$ cat src/rtl/cada_addr_stream_gen.sv
// cada_addr_stream_gen: expands access descriptors into a per-cycle stream of
// memory addresses, read/write enables and aligned write data for one lane.
// One burst is active; up to two more wait in a small FIFO so that successive
// bursts issue back to back.
module cada_addr_stream_gen #(
  parameter int ADDR_W   = 6,
  parameter int CNT_W    = 7,
  parameter int STRIDE_W = 1,
  parameter int DATA_W   = 16
) (
  input  logic                clk,
  input  logic                rst,
  input  logic                validIn,
  input  logic                writeEnIn,
  input  logic [ADDR_W-1:0]   addrIn,
  input  logic [STRIDE_W-1:0] strideIn,
  input  logic [CNT_W-1:0]    countIn,
  input  logic [DATA_W-1:0]   dataIn,
  output logic [ADDR_W-1:0]   memAddr,
  output logic                memWEn,
  output logic                memREn,
  output logic [DATA_W-1:0]   memWData,
  output logic                rdValid,
  output logic                busy,
  output logic                done,
  output logic                ovf
);

  typedef enum logic {IDLE, RUN} state_t;

  typedef struct packed {
    logic                we;
    logic [ADDR_W-1:0]   addr;
    logic [STRIDE_W-1:0] stride;
    logic [CNT_W-1:0]    cnt;
  } desc_t;

  state_t              state_q, state_d;
  desc_t [1:0]         fifo_q, fifo_d;
  logic [1:0]          fcnt_q, fcnt_d;
  // next_q is the address of the next access to issue in RUN
  logic [ADDR_W-1:0]   next_q, next_d;
  logic [STRIDE_W-1:0] stride_q, stride_d;
  logic [CNT_W-1:0]    rem_q, rem_d;
  logic                wr_q, wr_d;
  logic [ADDR_W-1:0]   mem_addr_q, mem_addr_d;
  logic                mem_wen_q, mem_wen_d;
  logic                mem_ren_q, mem_ren_d;
  logic [DATA_W-1:0]   mem_wdata_q, mem_wdata_d;
  logic                rd_valid_q, rd_valid_d;
  logic                done_q, done_d;
  logic                ovf_q, ovf_d;

  desc_t               in_desc, ld;
  logic                fifo_ne, avail, take, handoff, issue, issue_wr;
  logic                pop, bypass, push;
  logic [ADDR_W-1:0]   issue_addr;

  function automatic logic [ADDR_W-1:0] step(input logic [ADDR_W-1:0] a,
                                             input logic [STRIDE_W-1:0] s);
    return a + ADDR_W'(s);
  endfunction

  // Next-state: descriptor selection, access issue, FIFO push/pop, outputs
  always_comb begin
    in_desc     = '{we: writeEnIn, addr: addrIn, stride: strideIn, cnt: countIn};
    fifo_ne     = (fcnt_q != 2'd0);
    avail       = fifo_ne | validIn;
    // queued work always wins over a fresh descriptor
    ld          = fifo_ne ? fifo_q[0] : in_desc;
    state_d     = state_q;
    next_d      = next_q;
    stride_d    = stride_q;
    rem_d       = rem_q;
    wr_d        = wr_q;
    take        = 1'b0;
    handoff     = 1'b0;
    issue       = 1'b0;
    issue_wr    = 1'b0;
    issue_addr  = next_q;
    done_d      = 1'b0;
    case (state_q)
      IDLE: begin
        if (avail) begin
          take     = 1'b1;
          stride_d = ld.stride;
          wr_d     = ld.we;
          if (ld.cnt != '0) begin
            issue      = 1'b1;
            issue_wr   = ld.we;
            issue_addr = ld.addr;
            next_d     = step(ld.addr, ld.stride);
            rem_d      = ld.cnt - CNT_W'(1);
            done_d     = (ld.cnt == CNT_W'(1));
            state_d    = (ld.cnt == CNT_W'(1)) ? IDLE : RUN;
          end else begin
            done_d = 1'b1;
          end
        end
      end
      RUN: begin
        if (rem_q == '0) begin
          // empty burst handed over from a previous one: report and move on
          done_d  = 1'b1;
          handoff = 1'b1;
        end else begin
          issue    = 1'b1;
          issue_wr = wr_q;
          next_d   = step(next_q, stride_q);
          rem_d    = rem_q - CNT_W'(1);
          if (rem_q == CNT_W'(1)) begin
            done_d  = 1'b1;
            handoff = 1'b1;
          end
        end
      end
      default: state_d = IDLE;
    endcase
    // chain into the next descriptor; its first access issues next edge
    if (handoff) begin
      if (avail) begin
        take     = 1'b1;
        next_d   = ld.addr;
        stride_d = ld.stride;
        rem_d    = ld.cnt;
        wr_d     = ld.we;
        state_d  = RUN;
      end else begin
        state_d  = IDLE;
      end
    end

    pop    = take & fifo_ne;
    bypass = take & ~fifo_ne;
    push   = validIn & ~bypass;
    fifo_d = fifo_q;
    fcnt_d = fcnt_q;
    ovf_d  = ovf_q;
    if (pop) begin
      fifo_d[0] = fifo_q[1];
      fcnt_d    = fcnt_q - 2'd1;
    end
    if (push) begin
      if (fcnt_d != 2'd2) begin
        fifo_d[fcnt_d[0]] = in_desc;
        fcnt_d            = fcnt_d + 2'd1;
      end else begin
        ovf_d = 1'b1;
      end
    end

    mem_addr_d  = issue ? issue_addr : mem_addr_q;
    mem_wen_d   = issue & issue_wr;
    mem_ren_d   = issue & ~issue_wr;
    mem_wdata_d = (issue & issue_wr) ? dataIn : mem_wdata_q;
    rd_valid_d  = mem_ren_q;
  end

  // FSM, descriptor storage and registered outputs
  always_ff @(posedge clk or negedge rst) begin
    if (!rst) begin
      state_q     <= IDLE;
      fifo_q      <= '0;
      fcnt_q      <= '0;
      next_q      <= '0;
      stride_q    <= '0;
      rem_q       <= '0;
      wr_q        <= 1'b0;
      mem_addr_q  <= '0;
      mem_wen_q   <= 1'b0;
      mem_ren_q   <= 1'b0;
      mem_wdata_q <= '0;
      rd_valid_q  <= 1'b0;
      done_q      <= 1'b0;
      ovf_q       <= 1'b0;
    end else begin
      state_q     <= state_d;
      fifo_q      <= fifo_d;
      fcnt_q      <= fcnt_d;
      next_q      <= next_d;
      stride_q    <= stride_d;
      rem_q       <= rem_d;
      wr_q        <= wr_d;
      mem_addr_q  <= mem_addr_d;
      mem_wen_q   <= mem_wen_d;
      mem_ren_q   <= mem_ren_d;
      mem_wdata_q <= mem_wdata_d;
      rd_valid_q  <= rd_valid_d;
      done_q      <= done_d;
      ovf_q       <= ovf_d;
    end
  end

  assign memAddr  = mem_addr_q;
  assign memWEn   = mem_wen_q;
  assign memREn   = mem_ren_q;
  assign memWData = mem_wdata_q;
  assign rdValid  = rd_valid_q;
  assign done     = done_q;
  assign ovf      = ovf_q;
  assign busy     = (state_q == RUN) | (fcnt_q != 2'd0);

endmodule

$ cat config.mk
export PLATFORM = sky130hd
export DESIGN_NAME = cada_addr_stream_gen
export DESIGN_NICKNAME = d
export VERILOG_FILES = /design/src/rtl/cada_addr_stream_gen.sv
export SDC_FILE = /design/constraint.sdc
export NUM_CORES = 1
export LEC_CHECK = 0
export CORE_ASPECT_RATIO = 1.4
export CORE_MARGIN = 8
export CORE_UTILIZATION = 59
export DETAILED_ROUTE_END_ITERATION = 16
export PLACE_DENSITY = 0.85
export SYNTH_ARGS = -nofsm -noshare
export SYNTH_HDL_FRONTEND = slang
export SYNTH_SLANG_ARGS = --single-unit
$ cat constraint.sdc
create_clock -name clk -period 8.49 [get_ports clk]
set_clock_uncertainty 0.1 [all_clocks]
set_input_delay 2.1225 -clock clk [delete_from_list [all_inputs] [get_ports clk]]
set_output_delay 2.1225 -clock clk [all_outputs]
set_load 0.005 [all_outputs]
Word level (Yosys, flattened, before mapping)

Index checks and enable logic that the tools add are counted.
Widths: inputs -> output; s select.

Add/sub/neg operators: 6
Multiply operators: 0
Div/mod/pow operators: 0
Order comparisons: 2
Equal/unequal tests: 3
Shift operators: 0
Mux-type cells: 56
Bitwise operators: 12
Reduce and logical (&&, ||, !) cells: 6

Operators with widths:

| cell                | count |
|---|---|
| $mux 15             | 5 |
| $mux 6              | 8 |
| $mux 7              | 5 |
| $bwmux 30           | 1 |
| $mux 1              | 28 |
| $demux 15 s1        | 1 |
| $eq 7x1->1 const B  | 2 |
| $pmux 7 s2          | 1 |
| $sub 7x1->7 const B | 2 |
| $add 6x1->6         | 2 |
| $pmux 6 s2          | 1 |
| $logic_not 7->1     | 1 |
| $reduce_bool 7->1   | 1 |
| $mux 2              | 3 |
| $pmux 1 s2          | 3 |
| $and 1x1->1         | 5 |
| $not 1->1           | 5 |
| $reduce_and 2->1    | 2 |
| $add 2x1->2 const B | 1 |
| $lt 1x2->1 const B  | 1 |
| $ne 2x2->1 const B  | 1 |
| $or 1x1->1          | 2 |
| $reduce_bool 2->1   | 1 |
| $sub 2x1->2 const B | 1 |
| other kinds (2)     | 2 |

Flip-flop bits (word level): 75
Bits in latches: 0
Bits in writable memories: 0
ROM bits: 0
Input bits: 34
Output and inout bits: 28
Logic and storage cells: 106
Memories kept: 0

Longest topological paths before layout

Word-level depth: 15
Mapped depth: 13
Gate-level depth less buffers: 11

Worst setup path before layout

No wires, ideal clock.

Path type: input to register
From: input port countIn[0]
To: register mem_wdata_q[10], in the netlist memWData[10]
Library setup time: 0.125 ns
Arrival: 3.631 ns
Required time: 8.265 ns
Setup slack: 4.634 ns
Cell stages on the path: 7
Buffers on the path: 1
Cell sequence: mux2i_1 ha_1 nand2_1 o21ai_2 o31ai_4 buf_6 mux2_4

Word-level cells in the longest chain between the ends: 6
Elaborated cells on any way between the ends: 9
Those cells by class: mux: 7; bitwise: 1; reduce/logical: 1

RTL lines:

| element                | line | source |
|---|---|---|
| start: declaration     | 17   | `input logic [CNT_W-1:0] countIn,` |
| $mux 15 (*)            | 70   | `ld = fifo_ne ? fifo_q[0] : in_desc;` |
| $reduce_bool 7->1 (*)  | 88   | `if (ld.cnt != '0) begin` |
| $mux 1                 | 88   |  |
| $mux 1                 | 84   | `if (avail) begin` |
| $pmux 1 s2             | 82   | `case (state_q)` |
| $and 1x1->1 (*)        | --   |  |
| named net mem_wen_d    | 47   | `logic mem_wen_q, mem_wen_d;` |
| end signal: assignment | 187  | `mem_wdata_q <= mem_wdata_d;` |
| end: declaration       | 49   | `logic [DATA_W-1:0] mem_wdata_q, mem_wdata_d;` |

Mark *: on every way through the listed nets, which the timed path passes. The rest lies on a longest branch.
A chain may end at the register's enable or synchronous reset.

Worst setup path in the final report

From: input port countIn[0]
To: register mem_wdata_q[5], in the netlist memWData[5]

Word-level cells in the longest chain between the ends: 6
Elaborated cells on any way between the ends: 9
Those cells by class: mux: 7; bitwise: 1; reduce/logical: 1

RTL lines:

| element               | line | source |
|---|---|---|
| $mux 15 (*)           | 70   |  |
| $reduce_bool 7->1 (*) | 88   |  |
| $mux 1                | 88   |  |
| $mux 1                | 84   |  |
| $pmux 1 s2            | 82   |  |
| $and 1x1->1 (*)       | 155  | `mem_wdata_d = (issue & issue_wr) ? dataIn : mem_wdata_q;` |

Every way passes the cells marked *; elsewhere a longest branch is shown, timed or not.

==> qor.yml <==
syn_avg_cell_area_sq_um: 11.5
post-place-ws_ns: 3.56
cts_resized: 0
h-tree-depth: 3
area_delta_synth_final_pct: 19.4
synth-adder-area-share_pct: 3.17
synthSimpleGateAreaFrac_pct: 9.19
synth-compound-area-share_pct: 12.2
yosysUniqueCellTypes: 63
cts_hold_buf: 0
synthCells: 377
synth_top_area_share_pct: 43.2
drc: 0
comb_power_share_pct: 5.9
drive_above_1_share_pct: 25.9
switching_share_pct: 21.0
port_buffers: 61
max_freq_ghz: 0.219
cts_root_buffer: "clkbuf_8"
ant_nets: 0
netlist_area_sq_mm: 0.00434
clk_pin_slew_ns: 0.07
synth_top_family_by_area: "multiplexers"
synth_nets: 422
io_pins: 62
cts_max_path_buffers: 2
final_max_slew_viol_count: 0
cts_sinks: 75
min_period_ns: 4.57
worstPathArrival_ns: 4.71
drt-initial-drc-count: 340
synth.mux.area_fraction_pct: 26.8
postCtsSetupBuffers: 0
cts_buffers: 9
synth-xor-area-share_pct: 2.22
timing.slew.headroom_pct: 32.6
start_util_pct: 59.8
die_w_um: 88.5
end_kind: "register"
nets: 478
antenna_found_initial: 0
place_congestion: 0.939
overflow: 0
path_class: "in -> reg"
p_int_w: 0.000535
cts_tree: "done"
synth_flop_cell: "dfrtp_1"
rows: 37
ys_seq_elements: 75
async_reset_ff_share_pct: 100
critPathLaunchType: "input pin"
coreArea_sq_mm: 0.00727
die_h_um: 118
peakVddDrop_v: 0.000121
route.vias.total: 3255
seqPwrFrac_pct: 53.6
dp_hpwl_um: 7110
grt_start_max_net_pins: 76
clock_latency_ns: 0.35
finalSetupTns_ns: 0
diodes: 0
grt_use_total_pct: 20.0
holdWs_ns: 0.277
drt-vias-per-instance: 6.10
grt_pass1_wl_um: 16300
hold_class: "reg -> reg"
power.leakage_nw: 2.19
critPathRequiredTime_ns: 8.63
rsz0062_at_grt: "false"
period_share_pct: 53.9
worst_pin_slew_ns: 1.01
synth_area_leaders: "dfrtp_1, mux2_2, mux2i_1, ha_1, mux2_4"
ys_warn_count: 0
die_area_sq_mm: 0.0104
wl_per_cell_um: 18.6
finalHoldViolCount: 0
cp_max_fo: 18
grt_pass1_vias: 3395
synth_seq_area_share_pct: 43.2
synth_edf_count: 0
synth_area_leader_cell: "dfrtp_1"
p_clk_share_pct: 40.5
drtPass1Iterations: 5
cellPowerDensity_mw_per_mm2: 131
switchingPower_w: 0.000142
finalWirelength_um: 9950
worst_slack_ns: 3.92
maxCapViolCount: 0
setup_viol: 0
r2r_slack_ns: 4.97
outcome: "finished, final reports clean"
[final cells by class]
type	instances	area (sq um)
Clock buffer	13	159
Timing Repair Buffer	64	631
Tap cell	97	121
Fill cell	528	2080
Sequential cell	75	1880
Clock inverter	2	35.0
Multi-Input combinational cell	275	2330
Inverter	8	30.0
[layer usage]
| metal | vias up | global-route usage [%] | part of all wire (%) |
|---|---|---|---|
| met5 | - | 0 | 0 |
| li1 | 1514 | - | - |
| met2 | 96 | 34.5 | 53 |
| met1 | 1631 | 23.0 | 41 |
| met4 | 0 | 8.18 | 1.7 |
| met3 | 14 | 4.05 | 4.4 |
[synth_stat cells, types with 4 or more instances]
cell,instances
a21oi_1,12
buf_2,6
clkbuf_1,6
dfrtp_1,75
ha_1,11
inv_1,7
mux2_2,73
mux2_4,8
mux2i_1,22
nand2_1,20
nand3_1,8
nor2_1,16
nor3_1,9
nor4_1,6
o21a_1,4
o21ai_0,18
o22ai_1,4
xnor2_1,5
xor2_1,6
[registers in the layout, indices dropped and copies added, names as in the netlist, 2 cells and up]
| register | cells |
|---|---|
| memAddr | 6 |
| memWData | 16 |
| next_q | 6 |
| rem_q | 7 |
| fcnt_q | 2 |
| fifo_q | 30 |
[cell families after synthesis]
family,after synthesis
AO/OA/AOI/OAI,73
flip-flops,75
adder cells (fa/ha/maj),11
buffers and inverters,27
XOR/XNOR,11
multiplexers,103
AND/OR/NAND/NOR,77
[stage by stage]
step                      util [%]  instance area [sq um]  std cells  power, W
after floorplan                  -                   4340        377  0.000376
after global routing          71.4                   5190        534  0.000701
after CTS                     71.4                   5190        534  0.000685
after detailed placement      68.7                   4990        519  0.000411
after global placement        68.7                   4990        519  0.000409
final                         71.4                   5190        534  0.000678
[worst paths after layout]
| path | from | cells after the start | endpoint |
|---|---|---|---|
| min in group asynchronous | rst | 1 | next_q[1]$_DFF_PN0_ |
| min reg2reg | memREn$_DFF_PN0_ | 0 | rdValid$_DFF_PN0_ |
| max in group asynchronous | rst | 1 | next_q[3]$_DFF_PN0_ |
| max | countIn[0] | 7 | memWData[5]$_DFFE_PN0P_ |
| min | memREn$_DFF_PN0_ | 0 | rdValid$_DFF_PN0_ |
| max reg2reg | fcnt_q[0]$_DFF_PN0_ | 9 | memWData[5]$_DFFE_PN0P_ |
[worst max-delay path: stages]
cell and delay [ns]:
clkdlybuf4s50_1 0.54, mux2i_1 0.17, ha_1 0.28, nand2_1 0.12
o21ai_2 0.16, o31ai_4 0.89, mux2_2 0.43
[layout by cell type (no fill, tap or decap), drive strengths merged, types with 2 or more instances in the layout]
cell type,Yosys,layout
a211oi,2,2
a21oi,12,12
a221oi,2,2
a22oi,2,2
a32oi,3,3
and3,2,2
buf,12,4
clkbuf,7,13
clkdlybuf4s50,0,60
clkinv,1,2
dfrtp,75,75
ha,11,11
inv,7,7
mux2,81,81
mux2i,22,22
nand2,20,20
nand3,9,9
nor2,17,17
nor2b,2,2
nor3,9,9
nor3b,2,2
nor4,6,6
o21a,4,4
o21ai,21,21
o221ai,2,2
o22ai,4,4
o311ai,2,2
o31ai,3,3
or2,2,2
or3,2,2
xnor2,5,5
xor2,6,6
[power by group through the flow]
stage	sequential, W	clock [W]	combinational (W)
finish	0.000363	0.000274	0.0000402
global route	0.000363	0.000294	0.0000438
CTS	0.000363	0.000281	0.0000412
detailed placement	0.000370	0	0.0000408
global placement	0.000370	0	0.0000394
floorplan	0.000370	0	0.00000620
Power figures use the tool's default switching activity.
